==> src/rtl/except_commit_ctrl_pkg.sv <==
// Shared CPU defines for the exception commit controller.
// Holds the M-stage exception-type codes, the CP0 Cause.ExcCode values,
// the default exception entry vector and the commit FSM state encoding.
package except_commit_ctrl_pkg;

  // M-stage exception-type codes as presented on except_type
  localparam logic [31:0] EXC_T_NONE = 32'h0000_0000;
  localparam logic [31:0] EXC_T_INT  = 32'h0000_0001;
  localparam logic [31:0] EXC_T_ADEL = 32'h0000_0004;
  localparam logic [31:0] EXC_T_ADES = 32'h0000_0005;
  localparam logic [31:0] EXC_T_SYS  = 32'h0000_0008;
  localparam logic [31:0] EXC_T_BP   = 32'h0000_0009;
  localparam logic [31:0] EXC_T_RI   = 32'h0000_000a;
  localparam logic [31:0] EXC_T_OV   = 32'h0000_000c;
  localparam logic [31:0] EXC_T_ERET = 32'h0000_000e;

  // Cause.ExcCode values; ERET has no ExcCode and uses 0x0e as an internal tag
  localparam logic [4:0] EXCCODE_INT  = 5'h00;
  localparam logic [4:0] EXCCODE_ADEL = 5'h04;
  localparam logic [4:0] EXCCODE_ADES = 5'h05;
  localparam logic [4:0] EXCCODE_SYS  = 5'h08;
  localparam logic [4:0] EXCCODE_BP   = 5'h09;
  localparam logic [4:0] EXCCODE_RI   = 5'h0a;
  localparam logic [4:0] EXCCODE_OV   = 5'h0c;
  localparam logic [4:0] EXCCODE_ERET = 5'h0e;

  localparam logic [31:0] EXC_VECTOR_DEF = 32'hbfc0_0380;

  // Commit FSM state encoding
  localparam logic [1:0] ST_IDLE     = 2'd0;
  localparam logic [1:0] ST_DRAIN    = 2'd1;
  localparam logic [1:0] ST_COMMIT   = 2'd2;
  localparam logic [1:0] ST_REDIRECT = 2'd3;

endpackage

==> src/rtl/except_commit_ctrl.sv <==
// Exception commit controller.
// Captures an M-stage exception, drains outstanding data-SRAM traffic,
// issues a one-cycle CP0 exception-entry (or ERET EXL-clear) strobe and then
// holds a redirect request to fetch until accepted.
// Ports:
//   clk, resetn             clock, async active-low reset
//   except_type, pc_m, in_delayslot_m, badaddr_m, epc_in   M-stage capture inputs
//   mem_busy                data access outstanding (holds DRAIN)
//   redirect_ready          fetch accepts the redirect
//   flush_req, stall_req, busy                 pipeline control (non-IDLE)
//   cp0_we, cp0_exccode, cp0_bd, cp0_epc       CP0 exception-entry write
//   cp0_badv_we, cp0_badvaddr                  BadVAddr write
//   cp0_exl_clr                                ERET Status.EXL clear
//   redirect_valid, redirect_pc                fetch redirect
module except_commit_ctrl
  import except_commit_ctrl_pkg::*;
#(
  parameter logic [31:0] EXC_VECTOR = EXC_VECTOR_DEF,
  parameter int unsigned PC_W       = 32
) (
  input  logic            clk,
  input  logic            resetn,
  input  logic [31:0]     except_type,
  input  logic [PC_W-1:0] pc_m,
  input  logic            in_delayslot_m,
  input  logic [PC_W-1:0] badaddr_m,
  input  logic            mem_busy,
  input  logic [PC_W-1:0] epc_in,
  input  logic            redirect_ready,
  output logic            flush_req,
  output logic            stall_req,
  output logic            cp0_we,
  output logic [4:0]      cp0_exccode,
  output logic            cp0_bd,
  output logic [PC_W-1:0] cp0_epc,
  output logic            cp0_badv_we,
  output logic [PC_W-1:0] cp0_badvaddr,
  output logic            cp0_exl_clr,
  output logic            redirect_valid,
  output logic [PC_W-1:0] redirect_pc,
  output logic            busy
);

  // Returns {valid, exccode}; unsupported codes (including 0) yield valid=0
  function automatic logic [5:0] decode_exc(input logic [31:0] t);
    logic [5:0] r;
    r = '0;
    case (t)
      EXC_T_INT:  r = {1'b1, EXCCODE_INT};
      EXC_T_ADEL: r = {1'b1, EXCCODE_ADEL};
      EXC_T_ADES: r = {1'b1, EXCCODE_ADES};
      EXC_T_SYS:  r = {1'b1, EXCCODE_SYS};
      EXC_T_BP:   r = {1'b1, EXCCODE_BP};
      EXC_T_RI:   r = {1'b1, EXCCODE_RI};
      EXC_T_OV:   r = {1'b1, EXCCODE_OV};
      EXC_T_ERET: r = {1'b1, EXCCODE_ERET};
      default:    r = '0;
    endcase
    return r;
  endfunction

  logic [1:0]      state_q, state_d;
  logic [4:0]      code_q, code_d;
  logic            bd_q, bd_d;
  logic [PC_W-1:0] pc_q, pc_d;
  logic [PC_W-1:0] badaddr_q, badaddr_d;
  logic [PC_W-1:0] epc_q, epc_d;
  logic [5:0]      dec;

  always_comb begin
    dec       = decode_exc(except_type);
    state_d   = state_q;
    code_d    = code_q;
    bd_d      = bd_q;
    pc_d      = pc_q;
    badaddr_d = badaddr_q;
    epc_d     = epc_q;
    case (state_q)
      ST_IDLE: begin
        if (dec[5]) begin
          code_d    = dec[4:0];
          bd_d      = in_delayslot_m;
          pc_d      = pc_m;
          badaddr_d = badaddr_m;
          epc_d     = epc_in;
          state_d   = ST_DRAIN;
        end
      end
      ST_DRAIN:    if (!mem_busy) state_d = ST_COMMIT;
      ST_COMMIT:   state_d = ST_REDIRECT;
      ST_REDIRECT: if (redirect_ready) state_d = ST_IDLE;
      default:     state_d = ST_IDLE;
    endcase
  end

  always_ff @(posedge clk or negedge resetn) begin
    if (!resetn) begin
      state_q   <= ST_IDLE;
      code_q    <= '0;
      bd_q      <= 1'b0;
      pc_q      <= '0;
      badaddr_q <= '0;
      epc_q     <= '0;
    end else begin
      state_q   <= state_d;
      code_q    <= code_d;
      bd_q      <= bd_d;
      pc_q      <= pc_d;
      badaddr_q <= badaddr_d;
      epc_q     <= epc_d;
    end
  end

  // Outputs decode only state_q and captured registers; data fields are
  // gated to zero outside their strobe so IDLE/reset shows all-zero outputs.
  logic is_eret, in_commit, is_adex;

  always_comb begin
    is_eret        = (code_q == EXCCODE_ERET);
    is_adex        = (code_q == EXCCODE_ADEL) || (code_q == EXCCODE_ADES);
    in_commit      = (state_q == ST_COMMIT);
    busy           = (state_q != ST_IDLE);
    flush_req      = busy;
    stall_req      = busy;
    cp0_we         = in_commit && !is_eret;
    cp0_exl_clr    = in_commit && is_eret;
    cp0_exccode    = cp0_we ? code_q : '0;
    cp0_bd         = cp0_we && bd_q;
    cp0_epc        = cp0_we ? (bd_q ? pc_q - PC_W'(4) : pc_q) : '0;
    cp0_badv_we    = in_commit && is_adex;
    cp0_badvaddr   = cp0_badv_we ? badaddr_q : '0;
    redirect_valid = (state_q == ST_REDIRECT);
    redirect_pc    = redirect_valid ? (is_eret ? epc_q : PC_W'(EXC_VECTOR)) : '0;
  end

endmodule

==> config.mk <==
export PLATFORM = sky130hd
export DESIGN_NAME = except_commit_ctrl
export DESIGN_NICKNAME = d
export VERILOG_FILES = /design/src/rtl/except_commit_ctrl_pkg.sv /design/src/rtl/except_commit_ctrl.sv
export SDC_FILE = /design/constraint.sdc
export NUM_CORES = 1
export LEC_CHECK = 0
export ABC_AREA = 1
export BUFFER_PORTS_ARGS = -buffer_cell sky130_fd_sc_hd__buf_2
export CAP_MARGIN = 20
export CORE_ASPECT_RATIO = 0.6
export CORE_MARGIN = 3
export CORE_UTILIZATION = 45
export CTS_BUF_LIST = sky130_fd_sc_hd__clkbuf_2 sky130_fd_sc_hd__clkbuf_4 sky130_fd_sc_hd__clkbuf_8
export CTS_CLUSTER_SIZE = 40
export DETAILED_ROUTE_END_ITERATION = 8
export GPL_ROUTABILITY_DRIVEN = 0
export HOLD_SLACK_MARGIN = 0.03
export PLACE_DENSITY = 0.75
export SYNTH_ARGS = -nofsm -noshare
export SYNTH_HDL_FRONTEND = slang
export SYNTH_SLANG_ARGS = --single-unit
==> constraint.sdc <==
create_clock -name clk -period 2.61 [get_ports clk]
set_input_delay 0.1305 -clock clk [delete_from_list [all_inputs] [get_ports clk]]
set_output_delay 0.1305 -clock clk [all_outputs]
set_load 0.05 [all_outputs]
==> results of run 1 <==
## through the flow
stage          worst slack, ps  std cells
2_1_floorplan              102        898
3_3_place_gp               595       1263
3_5_place_dp               460       1263
4_1_cts                   38.7       1371
5_1_grt                  -12.2       1376
6_report                   156       1376
## metal layers
| layer | GRT usage, % | vias to the layer above | wire length [um] |
|---|---|---|---|
| li1 | - | 3417 | - |
| met4 | 6.61 | 0 | 396 |
| met3 | 5.12 | 31 | 1550 |
| met2 | 39.3 | 313 | 8950 |
| met5 | 0 | - | 0 |
| met1 | 37.4 | 3159 | 9640 |
## cells in the mapped netlist
cell      count  area share [%]
or2_2         2            0.20
a22oi_1       1            0.12
nand2_2       2            0.20
nor2_1      124             7.4
buf_4        23             2.8
nor2_4        5            0.90
o21ai_0      23             1.8
nand4_1     103              10
a21oi_1      14             1.1
or2_1         1            0.10
nor3_1        4            0.32
nand3_4       1            0.28
buf_2         2            0.16
conb_1        1           0.060
and2_1        4            0.40
a21boi_0      1            0.12
a31oi_1       1            0.10
xor2_1        5            0.70
nor4_1        2            0.20
o21bai_1      1            0.12
nand3_1      24             1.9
inv_1       133             8.0
nor2_2        3            0.30
ha_1          6             1.2
dfrtp_1     103              41
nand2_1     270              16
clkbuf_1     23             1.4
inv_2         1           0.060
o21ai_2       1            0.14
o21a_1        2            0.24
buf_6        10             1.8
nand3_2       2            0.32
## layout make-up
class	count	area, sq um
inverter	134	507
timing repair inverter	1	7.51
sequential	103	2580
clock inverter	6	62.6
multi-input combinational	603	2870
clock buffer	9	124
tap	170	213
fill	1152	4550
timing repair buffer	350	2310
## worst paths after layout
check                                   end  slack, ps
hold reg to reg                   epc_q[23]        480
setup / recovery           cp0_badvaddr[10]        160
min in group asynchronous          pc_q[10]        310
max in group asynchronous          epc_q[9]       1620
hold / removal                badaddr_q[16]         50
setup reg to reg                  epc_q[29]        810
## registers in the layout, summed over array words and instances, names as in the netlist
register   cells
state_q        2
code_q         4
bd_q           1
epc_q         32
badaddr_q     32
pc_q          32
## kinds of logic after synthesis
family,after synthesis,synth area share [%]
fa+ha+maj,6,1.20
flops,103,41.1
simple gates,547,39.0
xor+xnor,5,0.699
other cells,1,0.0598
compound gates,44,3.79
buf+inv,192,14.1
## layout by cell type, fill, tap and decap left out, types with 2 or more instances in the layout
cell type and instances:
buf_2 235, o21a_1 2, and2_1 3, dfrtp_1 103
clkinvlp_4 2, nand2_2 2, o21ai_0 23, inv_1 132
clkbuf_4 3, a21oi_1 14, nor3_1 3, nor2_4 6
nand3_2 2, nor2_1 124, ha_1 5, clkbuf_8 9
nor2_2 2, nand3_1 23, buf_4 16, nand4_1 103
dlygate4sd3_1 93, buf_12 3, or2_2 2, nand2_1 270
xor2_1 5, nand3_4 2, inv_6 4
## power by group through the flow
stage | clock network (mW) | registers [mW] | logic (mW)
CTS | 1.02 | 1.60 | 0.342
global route | 1.09 | 1.60 | 0.380
finish | 0.987 | 1.60 | 0.349
floorplan | 0 | 1.63 | 0.0839
global placement | 0 | 1.63 | 0.233
detailed placement | 0 | 1.63 | 0.233
## timing repair
item / in CTS / in global routing
setup endpoints to repair: 0 / 37
setup buffers: 0 / 4
gates resized for setup: 0 / 9
hold buffers: 93 / 0
hold endpoints to repair: 135 / 0
## critical path, delay by kind of cell, from the launching register on
| family | cells | cell delay [ps] |
|---|---|---|
| buffers and inverters | 6 | 1020 |
| flip-flops | 1 | 430 |
| AND/OR/NAND/NOR | 2 | 330 |
| adder cells (fa/ha/maj) | 1 | 190 |
==> flow_metrics.tcl, run 1 <==
set metrics [dict create \
    outcome "finished clean" \
    gr-total-overflow 0 \
    finalMaxSlewViolations 0 \
    dieWidth_um 158 \
    pin_count 242 \
    yosys_warnings 0 \
    rr_worst_depth 6 \
    fin_worst_skew_ps 17.9 \
    hold_viol_final 0 \
    cts_tree "yes" \
    fmax_mhz 408 \
    hp-start "badaddr_m[16]" \
    grt_pass1_vias 6474 \
    cp.required_ps 2480 \
    synth_seq_area_share_pct 41.1 \
    drive_above_1_share_pct 24.5 \
    drtIter0Drc 529 \
    ir_worst_vdd_mv 0.269 \
    fin_nets 1341 \
    antenna_found_initial 0 \
    maxCapViolations 0 \
    path_class "flip-flop to output pin" \
    numCtsBuffers 9 \
    first_pass_iters 5 \
    fin_crit_sh_pct 94.0 \
    powerDensity_mw_per_mm2 338 \
    rsz0062_at_grt "yes" \
    ant_nets 0 \
    seq_power_share_pct 54.4 \
    worst_setup_path_start_kind "flip-flop" \
    maxSlewHeadroom_pct 46.4 \
    n_antenna_cell 0 \
    dpl.hpwl_mm 13.2 \
    syn-cell-area_sq_mm 0.00627 \
    final_util_pct 65.6 \
    yosys_register_bits 103 \
    area_growth_syn_to_layout_pct 38.3 \
    clkPwrFrac_pct 33.7 \
    cp-end-kind "output pin" \
    arrival_ps 2320 \
    crit_start "state_q[0]" \
    drt_wl_total_mm 20.5 \
    clock-root-buffer "clkbuf_8" \
    p_int_mw 2.15 \
    whs_ps 50.5 \
    place_area_sq_mm 0.00749 \
    core_area_sq_mm 0.0132 \
    clkTransAtPathRegs_ps 100 \
    max-clock-path-buffers 2 \
    grt_max_degree 103 \
    clock_latency_ps 370 \
    tightestPinTransition_ps 803 \
    clock_sinks 103 \
    synthCells 898 \
    cp_slowest_cell "dfrtp_1" \
    power_mw 2.93 \
    die_h_um 97.4 \
    setup_viol 0 \
    htreeDepth 3 \
    synth_fp_nets 1037 \
    grt_pass1_wl_mm 32.3 \
    comb_power_share_pct 11.9 \
    max_stage_delay_ps 430 \
    holdPathStages 3 \
    crit_fanout 16 \
    synth_cell_types 32 \
    power.leakage_nw 4.85 \
    core.rowCount 32 \
    r2r-start "state_q[0]" \
    start_util_pct 47.4 \
    setup_tns_ps 0 \
    viasPerCell 5.03 \
    power_switching_uw 783 \
    routedWlPerCell_um 14.9 \
    hold_path_class "input pin to flip-flop" \
    grt.total_usage_pct 25.7 \
    swShare_pct 26.7 \
    drcViolationCount 0 \
    port_buffers 240 \
    syn_area_per_cell_sq_um 6.98 \
    dieArea_sq_mm 0.0154 \
    crit_chain "inv_1 -> ha_1 -> inv_1 -> nor4_4 -> buf_4 -> clkinvlp_4 -> buf_4 -> nor2_1 -> buf_2" \
    dr_total_vias 6920 \
    design_area_sq_mm 0.00867 \
    period_minus_slack_ps 2450 \
]
Note: power is estimated with default switching activity, not from simulation.
==> inputs of run 2 (changes only) <==
GPL_TIMING_DRIVEN = 0   (was unset)
==> run 2 against run 1 <==
Compared with the run above: flip-flop and latch count is the same; critical path depth shrank 1; final cell count grew 3.3%; sequential power is essentially flat.
==> flow_metrics.tcl, run 2 (synthesis gave the netlist of run 1 again) <==
set metrics [dict create \
    outcome "finished clean" \
    mostFrequentLayoutCell "nand2_1" \
    cp-end-kind "output pin" \
    path_common_cell "inv_1" \
    clock_latency_ps 380 \
    path_class "flip-flop to output pin" \
    grt_pass1_wl_mm 33.8 \
    first_pass_iters 5 \
    ir_worst_vdd_mv 0.268 \
    cts_tree "yes" \
    dr_total_vias 7070 \
    seq_power_share_pct 53.7 \
    grt.total_usage_pct 27.3 \
    dieArea_sq_mm 0.0154 \
    drcViolationCount 0 \
    die_h_um 97.4 \
    grt_max_degree 68 \
    maxCapViolations 0 \
    area_growth_syn_to_layout_pct 42.4 \
    tightestPinTransition_ps 614 \
    max-clock-path-buffers 2 \
    place_ws_ps 136 \
    drt_wl_total_mm 21.4 \
    finalMaxSlewViolations 0 \
    max_stage_delay_ps 440 \
    setup_ws_ps 146 \
    final_util_pct 67.6 \
    arrival_ps 2330 \
    fin_crit_sh_pct 94.4 \
    core_area_sq_mm 0.0132 \
    antenna_found_initial 0 \
    p_int_mw 2.18 \
    fmax_mhz 406 \
    comb_power_share_pct 12.4 \
    grt_pass1_vias 6725 \
    power.leakage_nw 5.00 \
    reg_top3 "badaddr_q: 32 flops, epc_q: 32 flops, pc_q: 32 flops" \
    final_cells 1421 \
    core.rowCount 32 \
    drtIter0Drc 474 \
    clkPwrFrac_pct 33.9 \
    numCtsBuffers 9 \
    worst_setup_path_start_kind "flip-flop" \
    clock_sinks 103 \
    power_switching_uw 795 \
    port_buffers 240 \
    powerDensity_mw_per_mm2 333 \
    maxSlewHeadroom_pct 59.0 \
    fillers 1131 \
    setup_tns_ps 0 \
    drive_above_1_share_pct 25.5 \
    gr-total-overflow 0 \
    place_inst 1309 \
    fin_worst_skew_ps 18.0 \
    fin_nets 1385 \
    hold_path_class "input pin to flip-flop" \
    hold_viol_final 0 \
    ant_nets 0 \
    cp_slowest_cell "dfrtp_1" \
    period_minus_slack_ps 2460 \
    whs_ps 52.5 \
    viasPerCell 4.98 \
    swShare_pct 26.7 \
    final_cell_mix "nand2_1 (270), buf_2 (235), inv_1 (131), nor2_1 (122)" \
    dieWidth_um 158 \
    htreeDepth 3 \
    clock-root-buffer "clkbuf_8" \
    setup_viol 0 \
    n_antenna_cell 0 \
    start_util_pct 47.4 \
    crit_fanout 10 \
    clkTransAtPathRegs_ps 110 \
    pin_count 242 \
    cp.required_ps 2480 \
    dpl.hpwl_mm 15.1 \
    routedWlPerCell_um 15.0 \
    crit_chain "inv_1 -> ha_1 -> inv_1 -> nor4_4 -> inv_2 -> clkbuf_1 -> nor2_1 -> buf_2" \
]
-- run 2: changes by cell type in the layout (fill, tap and decap cells not counted), moves of 3 or more --
cell      previous run  this run
buf_12               3         0
clkbuf_1             0        20
buf_6                0        12
buf_4               16        27
-- run 2: final timing paths --
path                       depth (start not counted)               end  slack, ps       start
hold reg to reg                                    2         epc_q[29]        480   epc_q[29]
min in group asynchronous                          2          pc_q[10]        270      resetn
setup reg to reg                                   7          epc_q[0]        360  state_q[0]
max in group asynchronous                          3         epc_q[27]       1610      resetn
hold / removal                                     3          epc_q[0]         50   epc_in[0]
setup / recovery                                   8  cp0_badvaddr[11]        150  state_q[0]
-- run 2: final cells by class --
class	count	area, sq um	share of cell area (%)
Inverter	134	503	5.63
Multi-Input combinational cell	603	2840	31.8
Buffer	57	383	4.29
Clock inverter	6	62.6	0.701
Tap cell	170	213	2.38
Clock buffer	10	131	1.47
Sequential cell	103	2580	28.9
Timing Repair Buffer	338	2220	24.8
-- run 2: power by group through the flow --
| stage | clock network (mW) | logic, mW | registers (mW) |
|---|---|---|---|
| global placement | 0 | 0.246 | 1.63 |
| CTS | 1.03 | 0.364 | 1.60 |
| global route | 1.09 | 0.403 | 1.60 |
| floorplan | 0 | 0.0839 | 1.63 |
| detailed placement | 0 | 0.255 | 1.63 |
| finish | 1.01 | 0.369 | 1.60 |
-- run 2: metal layers --
layer	track usage [%]	wire length, um
met5	0	0
met2	41.7	9450
met1	40.3	9910
met3	5.25	1720
met4	5.95	265
-- run 2: metrics by stage --
stage	instance area, sq um	total power [mW]
global placement	7700	1.87
floorplan	6280	1.71
CTS	8870	2.99
global route	8930	3.09
finish	8930	2.97
detailed placement	7730	1.88
-- run 2: worst max-delay path, delay by kind of cell, from the launching register on --
family,cells,cell delay (ps)
adders and majority gates,1,170
buffers and inverters,5,940
DFF,1,440
and+or+nand+nor,2,400
-- run 2: repair_timing --
item                                    CTS  global route
hold buffers                             95             0
hold endpoints to repair                130             0
resized for setup                         2            19
endpoints found under the setup margin   15            46
pin swaps                                 0             2
buffers inserted                          0             2
==> inputs of run 3 (changes only) <==
CELL_PAD_IN_SITES_DETAIL_PLACEMENT = 2   (was unset)
CELL_PAD_IN_SITES_GLOBAL_PLACEMENT = 2   (was unset)
CORE_UTILIZATION = 29   (was 45)
PLACE_DENSITY = unset   (was 0.75)
PLACE_DENSITY_LB_ADDON = 0.1   (was unset)
==> run 3 against run 2 <==
Compared with the run above: clock skew shrank 7.1 ps; hold slack gained 42 ps; flip-flop and latch count is the same; sequential share of layout area shrank 0.99 points; register-to-register slack lost 50 ps; core utilization shrank 23 points; power grew 6.6%; via count grew 4.9%.
==> flow_metrics.tcl, run 3 (synthesis gave the netlist of run 1 again) <==
set metrics [dict create \
    outcome "finished clean" \
    dieWidth_um 196 \
    htreeDepth 3 \
    start_util_pct 30.4 \
    grt_pass1_vias 8108 \
    final_cells 1536 \
    power.leakage_nw 5.06 \
    hold_path_class "input pin to flip-flop" \
    finalMaxSlewViolations 0 \
    maxSlewHeadroom_pct 58.1 \
    fin_nets 1395 \
    drive_above_1_share_pct 27.1 \
    drcViolationCount 0 \
    tightestPinTransition_ps 628 \
    reg_top3 "badaddr_q: 32 flops, epc_q: 32 flops, pc_q: 32 flops" \
    gr-total-overflow 0 \
    clkTransAtPathRegs_ps 120 \
    max-clock-path-buffers 2 \
    setup_viol 0 \
    path_class "flip-flop to output pin" \
    maxCapViolations 0 \
    mostFrequentLayoutCell "nand2_1" \
    cp.required_ps 2480 \
    cts_tree "yes" \
    clock_latency_ps 400 \
    crit_fanout 6 \
    fin_crit_sh_pct 95.9 \
    place_ws_ps 29.8 \
    fillers 2459 \
    setup_ws_ps 106 \
    fmax_mhz 399 \
    dieArea_sq_mm 0.0235 \
    grt_pass1_wl_mm 46.8 \
    hold_viol_final 0 \
    ir_worst_vdd_mv 0.217 \
    antenna_found_initial 2 \
    worst_setup_path_start_kind "flip-flop" \
    drtIter0Drc 359 \
    crit_start "pc_q[3]" \
    viasPerCell 4.83 \
    routedWlPerCell_um 19.8 \
    dpl.hpwl_mm 20.1 \
    final_cell_mix "nand2_1 (268), buf_2 (231), inv_1 (128), nor2_1 (117), nand4_1 (103)" \
    place_inst 1412 \
    core_area_sq_mm 0.0206 \
    first_pass_iters 4 \
    hp-start "mem_busy" \
    drt_wl_total_mm 30.4 \
    area_growth_syn_to_layout_pct 47.6 \
    dr_total_vias 7416 \
    final_util_pct 44.9 \
    clock-root-buffer "clkbuf_8" \
    r2r-start "state_q[0]" \
    ant_nets 0 \
    numCtsBuffers 9 \
    die_h_um 120 \
    grt.total_usage_pct 25.4 \
    multi_input_area_sq_mm 0.00289 \
    core.rowCount 40 \
    period_minus_slack_ps 2500 \
    pin_count 242 \
    arrival_ps 2370 \
    regArea_sq_mm 0.00258 \
    powerDensity_mw_per_mm2 342 \
    port_buffers 240 \
    grt_max_degree 82 \
    rsz0062_at_grt "yes" \
    cp-end-kind "output pin" \
    fin_worst_skew_ps 11.0 \
    clock_sinks 103 \
]
run 3: report_power, final:
| group | internal (mW) | switching [mW] |
|---|---|---|
| Combinational | 0.202 | 0.196 |
| Clock | 0.548 | 0.625 |
| Sequential | 1.60 | 0.000414 |
run 3: final timing paths:
path,endpoint,slack [ps],depth (start not counted)
hold / removal,state_q[1],90,4
hold reg to reg,epc_q[28],480,2
min in group asynchronous,pc_q[17],160,2
setup reg to reg,pc_q[22],310,7
max in group asynchronous,pc_q[2],1740,3
setup / recovery,cp0_epc[30],110,13
run 3: cell type report:
class | count | area share (%)
Clock buffer | 10 | 1.42
Tap cell | 273 | 3.69
Multi-Input combinational cell | 603 | 31.2
Inverter | 134 | 5.46
Buffer | 57 | 4.18
Clock inverter | 6 | 0.920
Antenna cell | 2 | 0.0541
Timing Repair Buffer | 348 | 25.2
Sequential cell | 103 | 27.9
run 3: worst max-delay path, stage by stage (launching register included):
cell     delay (ps)
dfrtp_2         460
inv_2            70
ha_1            150
nand2_2          80
inv_2            90
nand3_4         110
inv_4            90
nand2_2          90
nor2_4          220
nand3_2         110
nand2_1         100
nand2_1          60
nor2_2          160
buf_6           180
run 3: metal layers:
metal | vias up | track usage [%] | routed length [um]
li1 | 3535 | - | -
met4 | 0 | 4.45 | 348
met2 | 179 | 43.1 | 14600
met5 | - | 0 | 0
met1 | 3678 | 34.5 | 13900
met3 | 24 | 4.57 | 1580
run 3: timing repair:
| item | in CTS | in global routing |
|---|---|---|
| cloned | 0 | 0 |
| hold buffers | 98 | 0 |
| pin swaps | 1 | 6 |
| hold endpoints to repair | 200 | 0 |
| resized for setup | 11 | 46 |
| setup buffers | 1 | 8 |
| setup endpoints to repair | 33 | 50 |
run 3: metrics by stage:
stage / power [mW] / hold WS (ps) / setup TNS [ps] / area (sq um)
after floorplan: 1.71 / -165 / 0 / 6280
after global placement: 1.88 / 387 / 0 / 7830
after detailed placement: 1.89 / 0.897 / 0 / 7860
after CTS: 3.19 / 69.6 / 0 / 9090
after global routing: 3.29 / 131 / -119 / 9250
final: 3.17 / 95.0 / 0 / 9250
